## src/rtl/icache_responder.sv

```systemverilog
// Direct-mapped, one-word-per-line instruction cache between the fetch stage and
// the instruction memory port: same-cycle hits, single-word fill with forward on miss.
module icache_responder #(
    parameter int SETS = 16
) (
    input  logic        CLK,
    input  logic        RST,
    input  logic        iREN,
    input  logic [31:0] iaddr,
    input  logic        flush,
    output logic        ihit,
    output logic [31:0] iload,
    output logic        ramREN,
    output logic [31:0] ramaddr,
    input  logic [31:0] ramload,
    input  logic        ramwait,
    output logic [31:0] hit_count,
    output logic [31:0] miss_count
);
    localparam int IDX_W = $clog2(SETS);
    localparam int TAG_W = 30 - IDX_W;

    typedef enum logic {IDLE, FILL} state_t;

    state_t             state;
    logic [SETS-1:0]    valid;
    logic [TAG_W-1:0]   tag_mem  [SETS];
    logic [31:0]        data_mem [SETS];
    logic [31:0]        miss_addr;

    logic [IDX_W-1:0]   idx;
    logic [IDX_W-1:0]   miss_idx;
    logic [TAG_W-1:0]   tag;
    logic [TAG_W-1:0]   miss_tag;
    logic               lookup_hit;
    logic               fill_done;
    logic               forward_ok;
    logic               addr_lsb_unused;

    function automatic logic [31:0] sat_inc(input logic [31:0] value);
        return (value == 32'hFFFF_FFFF) ? value : value + 32'd1;
    endfunction

    // Byte offset of the PC is irrelevant for word fetches.
    assign addr_lsb_unused = ^iaddr[1:0];

    assign idx        = iaddr[IDX_W+1:2];
    assign tag        = iaddr[31:IDX_W+2];
    assign miss_idx   = miss_addr[IDX_W+1:2];
    assign miss_tag   = miss_addr[31:IDX_W+2];
    assign lookup_hit = valid[idx] && (tag_mem[idx] == tag);
    assign fill_done  = (state == FILL) && !ramwait;
    assign forward_ok = iREN && (iaddr[31:2] == miss_addr[31:2]) && !flush;

    assign ramREN  = (state == FILL) && !RST;
    assign ramaddr = miss_addr;

    always_comb begin
        ihit  = 1'b0;
        iload = data_mem[idx];
        if (!RST) begin
            case (state)
                IDLE: ihit = iREN && lookup_hit;
                FILL: begin
                    iload = ramload;
                    ihit  = !ramwait && forward_ok;
                end
            endcase
        end
    end

    always_ff @(posedge CLK) begin
        if (RST) begin
            state      <= IDLE;
            valid      <= '0;
            miss_addr  <= '0;
            hit_count  <= '0;
            miss_count <= '0;
        end else begin
            case (state)
                IDLE: begin
                    if (iREN && lookup_hit)
                        hit_count <= sat_inc(hit_count);
                    if (iREN && !lookup_hit) begin
                        miss_addr  <= {iaddr[31:2], 2'b00};
                        miss_count <= sat_inc(miss_count);
                        state      <= FILL;
                    end
                end
                FILL: begin
                    if (!ramwait) begin
                        valid[miss_idx] <= 1'b1;
                        state           <= IDLE;
                    end
                end
            endcase
            // A flush overrides a fill completing on the same edge.
            if (flush)
                valid <= '0;
        end
    end

    // Arrays carry no reset; the valid bits alone qualify their contents.
    always_ff @(posedge CLK) begin
        if (!RST && fill_done) begin
            data_mem[miss_idx] <= ramload;
            tag_mem[miss_idx]  <= miss_tag;
        end
    end

endmodule

```

## config.mk

```make
export PLATFORM = sky130hd
export DESIGN_NAME = icache_responder
export DESIGN_NICKNAME = d
export VERILOG_FILES = /design/src/rtl/icache_responder.sv
export SDC_FILE = /design/constraint.sdc
export NUM_CORES = 1
export LEC_CHECK = 0
export ABC_AREA = 1
export CAP_MARGIN = 40
export CORE_MARGIN = 1.5
export CORE_UTILIZATION = 45
export DETAILED_ROUTE_END_ITERATION = 10
export GPL_TIMING_DRIVEN = 1
export PLACE_DENSITY = 0.66
export SKIP_LAST_GASP = 1
export SLEW_MARGIN = 20
export SYNTH_ARGS = -nofsm -noshare
export SYNTH_HDL_FRONTEND = slang
export SYNTH_SLANG_ARGS = --single-unit
```

## constraint.sdc

```tcl
create_clock -name CLK -period 4.95 [get_ports CLK]
set_input_delay 0.7425 -clock CLK [delete_from_list [all_inputs] [get_ports CLK]]
set_output_delay 0.7425 -clock CLK [all_outputs]
set_load 0.005 [all_outputs]
```

* Word level (Yosys, flattened, before mapping)
Memories as Yosys holds them, arrays and structs flattened.
Index checks and enable logic that the tools add are counted.
** Storage, ports and cells
- Register bits after elaboration :: 111
- Memory bits (writable) :: 928
- Input port bits :: 69
- Output and inout bits :: 130
- Word-level logic and storage cells :: 53
- Memories :: 2
** Memories
- data_mem :: depth 16, bits a word 32, rd ports 1, clocked after Yosys merged registers in 0, wr ports 1, RTL line 28 : logic [31:0] data_mem [SETS];
- tag_mem :: depth 16, bits a word 26, rd ports 1, clocked after Yosys merged registers in 0, wr ports 1, RTL line 27 : logic [TAG_W-1:0] tag_mem [SETS];
** Cells by class
- Add/sub/neg operators :: 2
- Magnitude comparators :: 3
- Equal/unequal tests :: 4
- Muxes and demuxes :: 13
- Bitwise logic cells :: 5
- Reductions and logical operators :: 19
** Operator list (number)
- 32-bit by 1-bit adder with 32-bit output (second input constant) :: 2
- 32-bit equality test (second input constant) :: 2
- 32-bit 2-to-1 mux :: 2
- 30-bit equality test :: 1
- 26-bit equality test :: 1
- 16-bit OR :: 1
- 1-bit logical AND :: 10
- 4-bit by 5-bit less-than comparator with 1-bit output (second input constant) :: 2
- 1-bit 2-to-1 mux :: 7
- 3-bit AND reduction :: 2
- 1-bit binary-select mux with 4-bit select :: 1
- 1-bit demux with 4-bit select :: 1
- 4-bit by 1-bit >= comparator with 1-bit output (second input constant) :: 1
- 1-bit logical NOT :: 4
- 1-bit inverter :: 4
- 1-bit case mux with 2 select lines :: 2
- 2-bit AND reduction :: 2
- 2-bit OR reduction :: 1

* Logic depth before layout (Yosys ltp)
- Depth after elaboration :: 7
- Mapped depth :: 24
- Mapped depth without buffers :: 19

* Least setup slack after synthesis
OpenSTA, ideal clock, no wires.
- Kind :: input port to flip-flop
- Start :: input ramwait
- End :: memory data_mem[0][0] (enable)
- Library setup time :: 0.474 ns
- Arrival :: 3.759 ns
- Data required time :: 4.476 ns
- Path slack :: 0.717 ns
- Cell stages on the path :: 5
- Buffers on the path :: 0
- Cells stage by stage :: nor2_1 -> inv_1 -> nor3_1 -> nand2_1 -> nor2_1
** Between the ends
- Word-level cells in the longest chain between the ends :: 5
** Ends and longest elaborated chain
- from (decl) :: RTL line 16 : input logic ramwait,
- 1-bit logical NOT
- 1-bit logical AND :: RTL line 52 : assign fill_done = (state == FILL) && !ramwait;
- 1-bit logical AND :: RTL line 105 : if (!RST && fill_done) begin
- 1-bit 2-to-1 mux :: RTL line 105
- 1-bit 2-to-1 mux (not written as such) :: RTL line 106 : data_mem[miss_idx] <= ramload;
- to (decl) :: RTL line 28
Every way passes these cells.

* Worst setup path after layout
- Start :: input iaddr[2]
- End :: output ihit
** Between the ends
- Word-level cells in the longest chain between the ends :: 6
- Elaborated cells between the ends (all ways) :: 12
- Those cells by class :: eq/ne (2); mux (4); reduce/logical (5); memory (1)
** Ends and longest elaborated chain
- from (decl) :: RTL line 9 : input logic [31:0] iaddr,
- memory 16 x 26 bit (tied with other cells)
- 26-bit equality test (tied with other cells) :: RTL line 51 : assign lookup_hit = valid[idx] && (tag_mem[idx] == tag);
- 1-bit logical AND (on tied branches) :: RTL line 51, 53
- 1-bit logical AND (on tied branches) :: RTL line 63, 66
- 1-bit case mux with 2 select lines (*) :: RTL line 62 : case (state)
- 1-bit 2-to-1 mux (*) :: RTL line 61 : if (!RST) begin
- to (decl) :: RTL line 11 : output logic ihit,
Every way passes the cells marked *; elsewhere a longest branch is shown, timed or not. The select of a mux whose other input is x is not followed.

==> results.cfg <==
[status]
status = finished clean

[power_and_ir_drop]
p_leak_nw = 19.45
p_switching_mw = 4.418
p_per_area_nw_per_um2 = 363.2
power_mw = 18.97
swShare_pct = 23.29
seq_power_share_pct = 51.1
power.share.clock_pct = 41.8
p_int_mw = 14.55
combPwrFrac_pct = 7.2
max-vdd-ir-drop_mv = 0.2771

[clock_network]
clock_sinks = 1039
ctsResizeCount = 0
cts_tree = built
post_cts_buffers = 0
cts_buffers = 106
clk_pin_slew_ns = 0.06
cts_root_buf = clkbuf_16
hold_buffers = 0
htree_num_levels = 3
clock_path_buffers = 3
clock_latency_ns = 0.72

[flow_run]
drv_cap = 0

[timing]
max_freq_mhz = 219.7
final.period_utilization_pct = 91.96
clock_skew_ns = 0.05163
rsz0062_at_grt = false
period_needed_ns = 4.552
setup_violations = 0
finalHoldViolCount = 0
setup-tns-final_ns = 0
relSlewSlack_pct = 40.67
tightest_slew_ns = 0.8899
drv_slew = 0

[floorplanning]
core-area_um2 = 98710
dieWidth_um = 319.3
num_io_pins = 199
die_h_um = 319.3
rows = 115
start_util_pct = 45.61
dieArea_um2 = 102000

[hold_path]
min_path_type = reg2reg

[place]
dpl.hpwl_mm = 69.47
gp_congestion = 0.9275
numPortBuffers = 194

[synth]
synth_top_area_cell = edfxtp_1
synth-edff-count = 928
ys_seq_elements = 1039
postSynthAreaPerCell_um2 = 10.24
ys_types = 35
synth_flop_cell = edfxtp_1
netlist_area_um2 = 45020
synth.top_cell.area_share_pct = 61.90
yosys-top-cells-count = 983 x nand2_1, 928 x edfxtp_1, 511 x nor2_1, 458 x inv_1, 442 x nand3_1
ys_seq_area_share_pct = 66.83
ys_warn_count = 0
netlist_instances = 4395
synthTopCellsByArea = edfxtp_1 62%, nand2_1 8.2%, dfxtp_1 4.9%
synthMostInstantiatedCell = nand2_1
synthArstFlopShare_pct = 0

[final_layout]
fillerInstances = 8485
final_nets = 4614
syn_to_final_growth_pct = 15.99
drive_gt1_share_pct = 6.328

[global_route]
grt_use_met2_pct = 37.33
grt_use_met3_pct = 4.337
antenna_found_initial = 8
grt_pass1_vias = 30150
grt_usage_pct = 23.72
grt.overflow.total = 0
grt-busiest-layer = met2
grt_pass1_wl_mm = 184.6
met1_usage_pct = 33.27
grt_start_max_net_pins = 125

[detailed_routing]
post_drt_via_cell_ratio = 5.522
postRouteAntennaNets = 0
drt_first_iter_violations = 3464
routed_wl_mm = 122.4
wl_per_cell_um = 20.68
drc = 0
first_pass_iters = 6
vias = 32697

[setup_path]
endpoint_kind = output port
worst_ep_required_time_ns = 4.21
crit_type = in2out
cp.arrival_ns = 3.81
critical_path.max_fanout = 99
cp-start-kind = input pin
==> critical path: stages <==
cell             delay [ns]
buf_8                  0.25
buf_12                 0.38
nand2_1                0.12
nand3_1                0.10
nand3_1                0.08
nand3_1                0.26
nand2_1                0.09
nand2_1                0.10
nand2_1                0.06
nor2_1                 0.10
nand2_1                0.06
nor2_1                 0.11
nand2_1                0.10
nor2_4                 0.10
nand3_1                0.07
a21oi_1                0.28
clkdlybuf4s50_1        0.67
==> cells in the final DEF, fill, tap and decap left out, drive strengths merged, types with 2 or more instances in the layout <==
| cell type | instances |
|---|---|
| o22ai | 21 |
| diode | 4 |
| inv | 467 |
| conb | 2 |
| o221ai | 110 |
| a31oi | 9 |
| nand2 | 983 |
| nor3b | 2 |
| clkinv | 56 |
| clkbuf | 146 |
| o21ai | 335 |
| o211ai | 8 |
| clkinvlp | 4 |
| xnor2 | 4 |
| dfxtp | 111 |
| nor2 | 512 |
| nor3 | 29 |
| nor4 | 11 |
| nand4 | 115 |
| bufinv | 7 |
| buf | 111 |
| nand3 | 443 |
| clkdlybuf4s50 | 188 |
| a21oi | 21 |
| ha | 2 |
| edfxtp | 928 |
==> layer usage <==
metal | part of all wire, % | vias up | wire length (um)
met5 | 0.039 | - | 48
met2 | 46 | 1271 | 56630
li1 | - | 15363 | -
met1 | 43 | 15826 | 52160
met4 | 2.7 | 8 | 3329
met3 | 8.4 | 229 | 10250
==> sequential cells by signal (all words and copies together), names as in the netlist <==
name        count
tag_mem       416
state           1
ramaddr        30
hit_count      32
data_mem      512
valid          16
miss_count     32
==> cells by family after synthesis <==
kind of cell | share of synthesized area [%]
AO/OA/AOI/OAI | 6.709
other | 0.008329
adder cells (fa/ha/maj) | 0.05557
AND/OR/NAND/NOR | 19.53
buffers and inverters | 6.773
flip-flops | 66.83
XOR/XNOR | 0.09726
==> final cells by class <==
cell class | count | area, um2 | share of cell area, %
sequential | 1039 | 30090 | 57.62
antenna | 4 | 10.01 | 0.01917
clock inverter | 49 | 556.8 | 1.066
tap | 1287 | 1610 | 3.084
timing repair buffer | 299 | 3191 | 6.110
multi-input combinational | 2612 | 12030 | 23.03
inverter | 485 | 1844 | 3.532
clock buffer | 146 | 2894 | 5.542
==> power by group through the flow <==
stage / Combinational (mW) / Clock [mW] / Sequential, mW
after CTS: 1.35 / 8.02 / 9.69
after global placement: 1.32 / 0 / 9.87
after global routing: 1.49 / 8.37 / 9.70
after floorplan: 0.740 / 0 / 9.87
final: 1.36 / 7.92 / 9.69
after detailed placement: 1.34 / 0 / 9.88
==> final timing paths <==
path / endpoint / startpoint / cells after the start / slack (ns)
worst max-delay path: ihit / iaddr[2] / 17 / 0.40
worst min-delay path: valid[2] / valid[2] / 2 / 0.46
worst max register to register: hit_count[24] / hit_count[0] / 18 / 2.14
worst min register to register: valid[2] / valid[2] / 2 / 0.46
==> through the flow <==
stage | setup slack [ns] | std cells | util, % | hold slack [ns] | instance area (um2)
floorplan | 0.7169 | 4396 | - | 0.4298 | 45030
global placement | 0.4424 | 5714 | 49.20 | 0.4456 | 48560
detailed placement | 0.4592 | 5721 | 49.37 | 0.4516 | 48730
CTS | 0.4459 | 5916 | 52.87 | 0.4605 | 52180
global route | 0.1788 | 5921 | 52.90 | 0.4786 | 52220
finish | 0.3980 | 5921 | 52.90 | 0.4606 | 52220
Note: power is estimated with default switching activity, not from simulation.
